--- src/rtl/pwm_pkg.sv ---
// Shared types and defaults for the PWM capture block.
package pwm_pkg;

  // Capture FSM: waiting to arm, measuring the high phase, measuring the low phase.
  typedef enum logic [1:0] {
    StIdle = 2'd0,
    StHigh = 2'd1,
    StLow  = 2'd2
  } pwm_cap_state_t;

  localparam int unsigned DefCntW       = 10;
  localparam int unsigned DefSyncStages = 2;

endpackage

--- src/rtl/sync_bit.sv ---
// Multi-flop synchronizer for a single asynchronous bit, synchronous active-high reset.
module sync_bit #(
  parameter int unsigned SYNC_STAGES = 2
) (
  input  logic i_clk,
  input  logic i_rst,
  input  logic i_d,
  output logic o_q
);

  logic [SYNC_STAGES-1:0] r_chain;

  // Shift the async input through the flop chain; bit 0 is the metastability catcher.
  always_ff @(posedge i_clk) begin
    if (i_rst) begin
      r_chain <= '0;
    end else begin
      r_chain <= {r_chain[SYNC_STAGES-2:0], i_d};
    end
  end

  assign o_q = r_chain[SYNC_STAGES-1];

endmodule

--- src/rtl/pwm_capture.sv ---
// Measures high time and rising-to-rising period of an asynchronous PWM input.
module pwm_capture
  import pwm_pkg::*;
#(
  parameter int unsigned CNT_W       = DefCntW,
  parameter int unsigned SYNC_STAGES = DefSyncStages
) (
  input  logic             i_clk,
  input  logic             i_rst,
  input  logic             i_pwm_in,
  output logic [CNT_W-1:0] o_high_cnt,
  output logic [CNT_W-1:0] o_period_cnt,
  output logic             o_valid,
  output logic             o_stalled,
  output logic             o_level
);

  localparam logic [CNT_W-1:0] CntMax = '1;
  localparam logic [CNT_W-1:0] CntOne = {{(CNT_W-1){1'b0}}, 1'b1};

  logic             w_s;
  logic             w_rise;
  logic             w_fall;
  logic [CNT_W-1:0] w_pcnt_inc;
  logic             w_timeout;

  logic             r_s_prev;
  pwm_cap_state_t   r_state;
  logic [CNT_W-1:0] r_pcnt;
  logic [CNT_W-1:0] r_hcnt;
  logic [CNT_W-1:0] r_high_cnt;
  logic [CNT_W-1:0] r_period_cnt;
  logic             r_valid;
  logic             r_stalled;

  sync_bit #(
    .SYNC_STAGES(SYNC_STAGES)
  ) u_sync (
    .i_clk(i_clk),
    .i_rst(i_rst),
    .i_d  (i_pwm_in),
    .o_q  (w_s)
  );

  assign w_rise     = w_s & ~r_s_prev;
  assign w_fall     = ~w_s & r_s_prev;
  assign w_pcnt_inc = r_pcnt + CntOne;
  // Fires on the cycle the period counter would step onto its saturation value.
  assign w_timeout  = (r_pcnt != CntMax) && (w_pcnt_inc == CntMax);

  // Edge-detect delay, capture FSM, saturating counters and registered results.
  always_ff @(posedge i_clk) begin
    if (i_rst) begin
      r_s_prev     <= 1'b0;
      r_state      <= StIdle;
      r_pcnt       <= '0;
      r_hcnt       <= '0;
      r_high_cnt   <= '0;
      r_period_cnt <= '0;
      r_valid      <= 1'b0;
      r_stalled    <= 1'b0;
    end else begin
      r_s_prev <= w_s;
      r_valid  <= 1'b0;
      unique case (r_state)
        StIdle: begin
          // A rise only arms; the period it starts is not yet complete.
          if (w_rise) begin
            r_state <= StHigh;
            r_pcnt  <= CntOne;
            r_hcnt  <= CntOne;
          end else if (r_pcnt != CntMax) begin
            r_pcnt <= w_pcnt_inc;
            if (w_timeout) begin
              r_stalled <= 1'b1;
            end
          end
        end
        StHigh: begin
          if (w_timeout) begin
            r_state   <= StIdle;
            r_pcnt    <= CntMax;
            r_stalled <= 1'b1;
          end else begin
            r_pcnt <= w_pcnt_inc;
            // High count freezes on the fall cycle itself.
            if (w_fall) begin
              r_state <= StLow;
            end else begin
              r_hcnt <= r_hcnt + CntOne;
            end
          end
        end
        StLow: begin
          // A rise reloads the counter, so it beats a coincident timeout.
          if (w_rise) begin
            r_period_cnt <= r_pcnt;
            r_high_cnt   <= r_hcnt;
            r_valid      <= 1'b1;
            r_stalled    <= 1'b0;
            r_pcnt       <= CntOne;
            r_hcnt       <= CntOne;
            r_state      <= StHigh;
          end else if (w_timeout) begin
            r_state   <= StIdle;
            r_pcnt    <= CntMax;
            r_stalled <= 1'b1;
          end else begin
            r_pcnt <= w_pcnt_inc;
          end
        end
        default: begin
          r_state <= StIdle;
        end
      endcase
    end
  end

  assign o_high_cnt   = r_high_cnt;
  assign o_period_cnt = r_period_cnt;
  assign o_valid      = r_valid;
  assign o_stalled    = r_stalled;
  // Last synchronizer flop, so this output is already registered.
  assign o_level      = w_s;

endmodule

--- config.mk ---
export PLATFORM = sky130hd
export DESIGN_NAME = pwm_capture
export DESIGN_NICKNAME = d
export VERILOG_FILES = /design/src/rtl/pwm_pkg.sv /design/src/rtl/sync_bit.sv /design/src/rtl/pwm_capture.sv
export SDC_FILE = /design/constraint.sdc
export NUM_CORES = 1
export LEC_CHECK = 0
export ABC_AREA = 1
export CAP_MARGIN = 20
export CORE_MARGIN = 2
export CORE_UTILIZATION = 45
export CTS_CLUSTER_DIAMETER = 60
export DETAILED_ROUTE_END_ITERATION = 16
export PLACE_DENSITY = 0.76
export RECOVER_POWER = 25
export SLEW_MARGIN = 20
export SYNTH_ARGS = -nofsm -noshare
export SYNTH_HDL_FRONTEND = slang
export SYNTH_HIERARCHICAL = 1
export SYNTH_SLANG_ARGS = --single-unit
--- constraint.sdc ---
create_clock -name i_clk -period 2.06 [get_ports i_clk]
set_input_delay 0.206 -clock i_clk [delete_from_list [all_inputs] [get_ports i_clk]]
set_output_delay 0.206 -clock i_clk [all_outputs]
set_load 0.005 [all_outputs]
## Word-level counts from Yosys, hierarchy flattened

Index checks and enable logic that the tools add are counted.

| storage, ports and cells | value |
|---|---|
| input bits | 3 |
| output and inout port bits | 23 |
| logic and storage cells | 61 |
| register bits after elaboration | 47 |

| operators by class | value |
|---|---|
| eq/ne operators | 13 |
| bitwise logic cells | 5 |
| reduce and logical (&&, ||, !) cells | 11 |
| add/subtract/negate cells | 2 |
| mux-type cells | 21 |

Operators by type and width:

| operator | count |
|---|---|
| $mux W10 | 7 |
| $pmux W10 S3 | 1 |
| $add A10 B1 Y10 const B | 2 |
| $pmux W10 S2 | 1 |
| $eq A10 B10 Y1 const B | 1 |
| $mux W2 | 5 |
| $ne A10 B10 Y1 const B | 1 |
| $ne A2 B2 Y1 const B | 5 |
| $ne A3 B3 Y1 const B | 3 |
| $pmux W2 S3 | 1 |
| $reduce_and A3 Y1 | 2 |
| $mux W1 | 5 |
| $reduce_and A2 Y1 | 2 |
| $reduce_and A4 Y1 | 1 |
| $reduce_or A2 Y1 | 2 |
| $not A1 Y1 | 3 |
| $pmux W1 S3 | 1 |
| $reduce_bool A3 Y1 | 1 |
| $and A1 B1 Y1 | 2 |
| $eq A2 B1 Y1 const B | 1 |
| $eq A2 B2 Y1 const B | 1 |
| $logic_not A2 Y1 | 1 |
| $ne A2 B1 Y1 const B | 1 |
| $reduce_bool A2 Y1 | 1 |
| $logic_and A1 B1 Y1 | 1 |

## Depth between registers and ports, before layout

| depth | value |
|---|---|
| word-level depth | 7 |
| depth in mapped cells | 14 |
| depth with buffers taken out | 14 |

## Modules after synthesis

Netlist, hierarchy kept.

Modules (own cells, without submodules):

| module | cells each | area an instance (um^2) | times used |
|---|---|---|---|
| pwm_capture | 321 | 2311.0 | 1 |
| sync_bit | 6 | 55.1 | 1 |

## Worst setup path after synthesis

Ideal clock, no wire load.

| timing | value |
|---|---|
| path type | reg-to-reg |
| from | reg r_pcnt[0] |
| to | reg r_hcnt[5] |
| data arrival time | 1.625 ns |
| library setup time | 0.134 ns |
| clock period less this slack | 1.759 ns |
| path slack | 0.301 ns |
| stages on the path, launching flop included | 12 |
| required time | 1.926 ns |
| cell sequence | dfxtp_1 -> ha_1 -> nand2_2 -> o21bai_1 -> nand2_1 -> nor2_2 -> nand4_4 -> nand2_4 -> nand2_4 -> buf_6 -> nand3_1 -> a21oi_1 |

| between the ends | value |
|---|---|
| longest elaborated chain between the ends | 5 |

Ends and longest elaborated chain:

| element | line | text |
|---|---|---|
| start, declared | pwm_capture.sv:29 | `logic [CNT_W-1:0] r_pcnt;` |
| start signal, assigned | pwm_capture.sv:70 | `r_pcnt <= CntOne;` |
| start signal, assigned | pwm_capture.sv:73 | `r_pcnt <= w_pcnt_inc;` |
| start signal, assigned | pwm_capture.sv:82 | `r_pcnt <= CntMax;` |
| $add A10 B1 Y10 | pwm_capture.sv:47 | `assign w_pcnt_inc = r_pcnt + CntOne;` |
| $eq A10 B10 Y1 | pwm_capture.sv:49 | `assign w_timeout = (r_pcnt != CntMax) && (w_pcnt_inc == CntMax);` |
| $logic_and A1 B1 Y1 * | pwm_capture.sv:49 |  |
| $ne A2 B2 Y1 (no source line) * | n/a |  |
| $reduce_and A4 Y1 (no source line) * | n/a |  |
| end signal, assigned | pwm_capture.sv:71 | `r_hcnt <= CntOne;` |
| end signal, assigned | pwm_capture.sv:90 | `r_hcnt <= r_hcnt + CntOne;` |
| end signal, assigned | pwm_capture.sv:102 | `r_hcnt <= CntOne;` |
| end, declared | pwm_capture.sv:30 | `logic [CNT_W-1:0] r_hcnt;` |

Mark *: on every way between the ends. The rest lies on a longest branch, timed or not.
A chain may end at the register's enable or synchronous reset.

## Worst setup path in the final report

| timing | value |
|---|---|
| from | reg r_state[0] |
| to | reg r_pcnt[8] |

| between the ends | value |
|---|---|
| longest elaborated chain between the ends | 3 |

Ends and longest elaborated chain:

| element | line | text |
|---|---|---|
| start, declared | pwm_capture.sv:28 | `pwm_cap_state_t r_state;` |
| start signal, assigned | pwm_capture.sv:55 | `r_state <= StIdle;` |
| start signal, assigned | pwm_capture.sv:69 | `r_state <= StHigh;` |
| start signal, assigned | pwm_capture.sv:81 | `r_state <= StIdle;` |
| $eq A2 B2 Y1, or another cell as far along | pwm_capture.sv:65 | `unique case (r_state)` |
| $reduce_bool A3 Y1 (no source line) / $ne A3 B3 Y1 (equally long branches) | n/a |  |
| $reduce_and A2 Y1 (no source line) | n/a |  |

Parallel ways exist; a longest one is shown, timed or not.

==> flow_summary.toml <==
[status]
outcome = "finished clean"

[worst_setup_path]
cp_slowest_cell = "dfxtp_1"
crit_arrival_ns = 2.07
crit_fanout = 6
cp_common_cell = "inv_1"
r2r_slack_ns = 0.18
r2r_end = "r_pcnt[8]$_SDFFE_PP0P_"
crit_buf_inv = 3
cpPeakStageDelay_ns = 0.42
required_ns = 2.25
reg2regPathDepth = 9
cpLargestDelayFamily = "compound AO/OA/AOI/OAI gates"
start_kind = "register"
r2r-start = "r_state[0]$_SDFFE_PP0P_"
crit_path_end_kind = "register"
crit_type = "reg -> reg"
crit_chain = "inv_1 > ha_1 > inv_1 > nor2_1 > o21a_1 > a21oi_2 > inv_1 > a31oi_1 > a211oi_1"

[synth]
syn-instance-count = 327
syn-num-nets = 338
yosysWarnings = 6
syn_area_um2 = 2370
yosys.area.top_type_share_pct = 39.8
syn-mean-instance-area_um2 = 7.24
synth-seq-area-share_pct = 39.8
ys.flop_type = "dfxtp_1"
ys_types = 33
synthArstFlopShare_pct = 0
synth_enable_flop_cells = 0
yosysTopAreaCell = "dfxtp_1"
synth.area.top_cells = "dfxtp_1 40%, nor2_1 8.6%, nand2_1 8.2%"
synth_seq_cells = 47

[grt]
grt_pass1_vias = 2011
antenna_found_initial = 0
grt.total_usage_pct = 19.4
grt_max_degree = 22
grt_first_pass_wirelength_mm = 9.25
grt.overflow.total = 0

[place]
io_buffers = 25
gp_congestion = 0.916
dp.final_hpwl_mm = 3.72

[clock_tree]
clk_latency_ns = 0.31
clk_pin_slew_ns = 0.09
cts.sinks = 47
root_buffer = "clkbuf_8"
cts_tree = "built"
clock_path_buffers = 2
cts_max_level = 2
cts_buffers = 5
hold_buffers = 0

[sta]
worst_pin_slew_ns = 0.439
fin_crit_sh_pct = 91.0
setup_viol = 0
slew_viol_final = 0
rsz0062_at_grt = "no"
relSlewSlack_pct = 70.7
max_freq_mhz = 533
hold_viol = 0
finalSetupTns_ns = 0
post-route-min-period_ns = 1.88
fin_skew_ns = 0.00563

[detailed_routing]
dr_wl_met2_mm = 2.29
wl_mm = 5.23
highest_layer = "met4"
viasPerCell = 5.07
drcViolationCount = 0
dr.pass1.iters = 5
vias = 2167
drt-wirelength-per-cell_um = 12.2
wl_met3_um = 272
ant_nets = 0
drtIter0Drc = 169
met1_length_mm = 2.55

[floorplanning]
die_area_um2 = 5850
rows = 26
start_util_pct = 46.6
ios = 26
die_h_um = 76.5
coreArea_um2 = 5070
die_x_um = 76.5

[hold_path]
hold_depth = 3
whs_endpoint = "u_sync/r_chain[0]$_SDFF_PP0_"
worstHoldStart = "i_pwm_in"
hold_path.class = "in -> reg"

[flow_run]
maxCapViolCount = 0

[pwr]
ir_drop_uv = 473
p_per_area_nw_per_um2 = 966
power.leakage_nw = 1.19
power_w = 0.00274

[final_layout]
finalNetCount = 367
area_growth_pct = 20.0
drive_gt1_share_pct = 10.9
n_antenna_cell = 0
[state kept, by name, indices dropped and copies added, names as in the netlist]
register        cells
u_sync/r_chain      2
o_high_cnt         10
r_state             2
o_period_cnt       10
r_s_prev            1
o_valid             1
r_pcnt             10
r_hcnt             10
o_stalled           1
[synth_stat cells, types with 2 or more instances]
master / count
dfxtp_1: 47
a211oi_1: 4
a21oi_1: 29
xor2_1: 3
a31oi_1: 3
ha_1: 8
nor2_4: 2
o21ai_0: 27
clkbuf_1: 7
nor2_2: 5
nand4_1: 4
o21bai_1: 3
xnor2_1: 3
nand2_2: 4
nor2_1: 54
nand3_2: 2
nand2_1: 52
inv_1: 30
nand3_1: 20
nor3_1: 4
nand2_4: 3
inv_2: 2
[stage by stage]
stage	cell area [um2]	worst slack, ns	utilization (%)	hold slack, ns	cells
after global routing	2840	0.00378	56.0	0.431	427
final	2840	0.184	56.0	0.417	427
after detailed placement	2710	0.0775	53.4	0.400	419
after global placement	2710	0.0841	53.4	0.391	419
after CTS	2830	0.0480	55.7	0.413	427
after floorplan	2370	0.301	-	0.277	327
[where the power goes]
part | leakage [nW] | total (W) | internal (W) | switching (W)
combinational | 0.748 | 0.000964 | 0.000342 | 0.000622
clock | 0.0587 | 0.000701 | 0.000368 | 0.000333
sequential | 0.381 | 0.00108 | 0.00100 | 0.0000787
[worst register-to-register path, stage by stage (launching register included)]
cell and delay, ns:
dfxtp_1 0.42, inv_1 0.13, ha_1 0.25, inv_1 0.08, nor2_1 0.05, o21a_1 0.21
a21oi_2 0.21, inv_1 0.17, a31oi_1 0.18, a211oi_1 0.06
[timing repair]
action | in CTS | in global routing
endpoints found under the setup margin | 0 | 17
setup buffers | 0 | 0
resized for setup | 0 | 3
hold endpoints to repair | 0 | 0
[worst max-delay path by stage]
| stage | from | endpoint | slack (ns) | depth (start not counted) |
|---|---|---|---|---|
| global route | r_state[0]$_SDFFE_PP0P_ | r_pcnt[2]$_SDFFE_PP0P_ | 0.004 | 9 |
| floorplan | r_pcnt[0]$_SDFFE_PP0P_ | r_hcnt[5]$_SDFFE_PP0P_ | 0.30 | 11 |
| finish | r_state[0]$_SDFFE_PP0P_ | r_pcnt[8]$_SDFFE_PP0P_ | 0.18 | 9 |
| detailed placement | r_state[0]$_SDFFE_PP0P_ | r_pcnt[8]$_SDFFE_PP0P_ | 0.08 | 9 |
| global placement | r_state[0]$_SDFFE_PP0P_ | r_pcnt[3]$_SDFFE_PP0P_ | 0.08 | 9 |
| CTS | r_state[0]$_SDFFE_PP0P_ | r_pcnt[8]$_SDFFE_PP0P_ | 0.05 | 9 |
[cell usage in the layout (no fill, tap or decap), types with 5 or more instances in the layout]
cell,count
a21oi_1,28
buf_4,8
clkbuf_8,5
clkdlybuf4s50_1,10
dfxtp_1,46
dlygate4sd3_1,15
ha_1,8
inv_1,30
nand2_1,52
nand3_1,20
nor2_1,54
nor2_2,5
o21ai_0,27
[final cells by class]
type | count | area [um2]
clock buffers | 5 | 68.8
clock inverters | 3 | 47.5
fillers | 512 | 2230
inverters | 32 | 120
multi-input cells | 237 | 1260
flip-flops and latches | 47 | 942
well taps | 70 | 87.6
repair buffers | 33 | 310
[layer usage]
metal | track usage [%] | vias to the layer above
li1 | - | 1129
met1 | 25.9 | 952
met2 | 31.4 | 75
met3 | 3.20 | 11
met4 | 7.64 | 0
met5 | 0 | -
[cell families (layout without fill, tap and decap cells)]
family,count (synthesis),after routing,synth area share (%)
simple gates,152,152,29.8
compound gates,71,71,16.7
flops,47,47,39.8
buf+inv,43,73,7.35
fa+ha+maj,8,8,4.23
xor+xnor,6,6,2.22
Note: power is estimated with default switching activity, not from simulation.
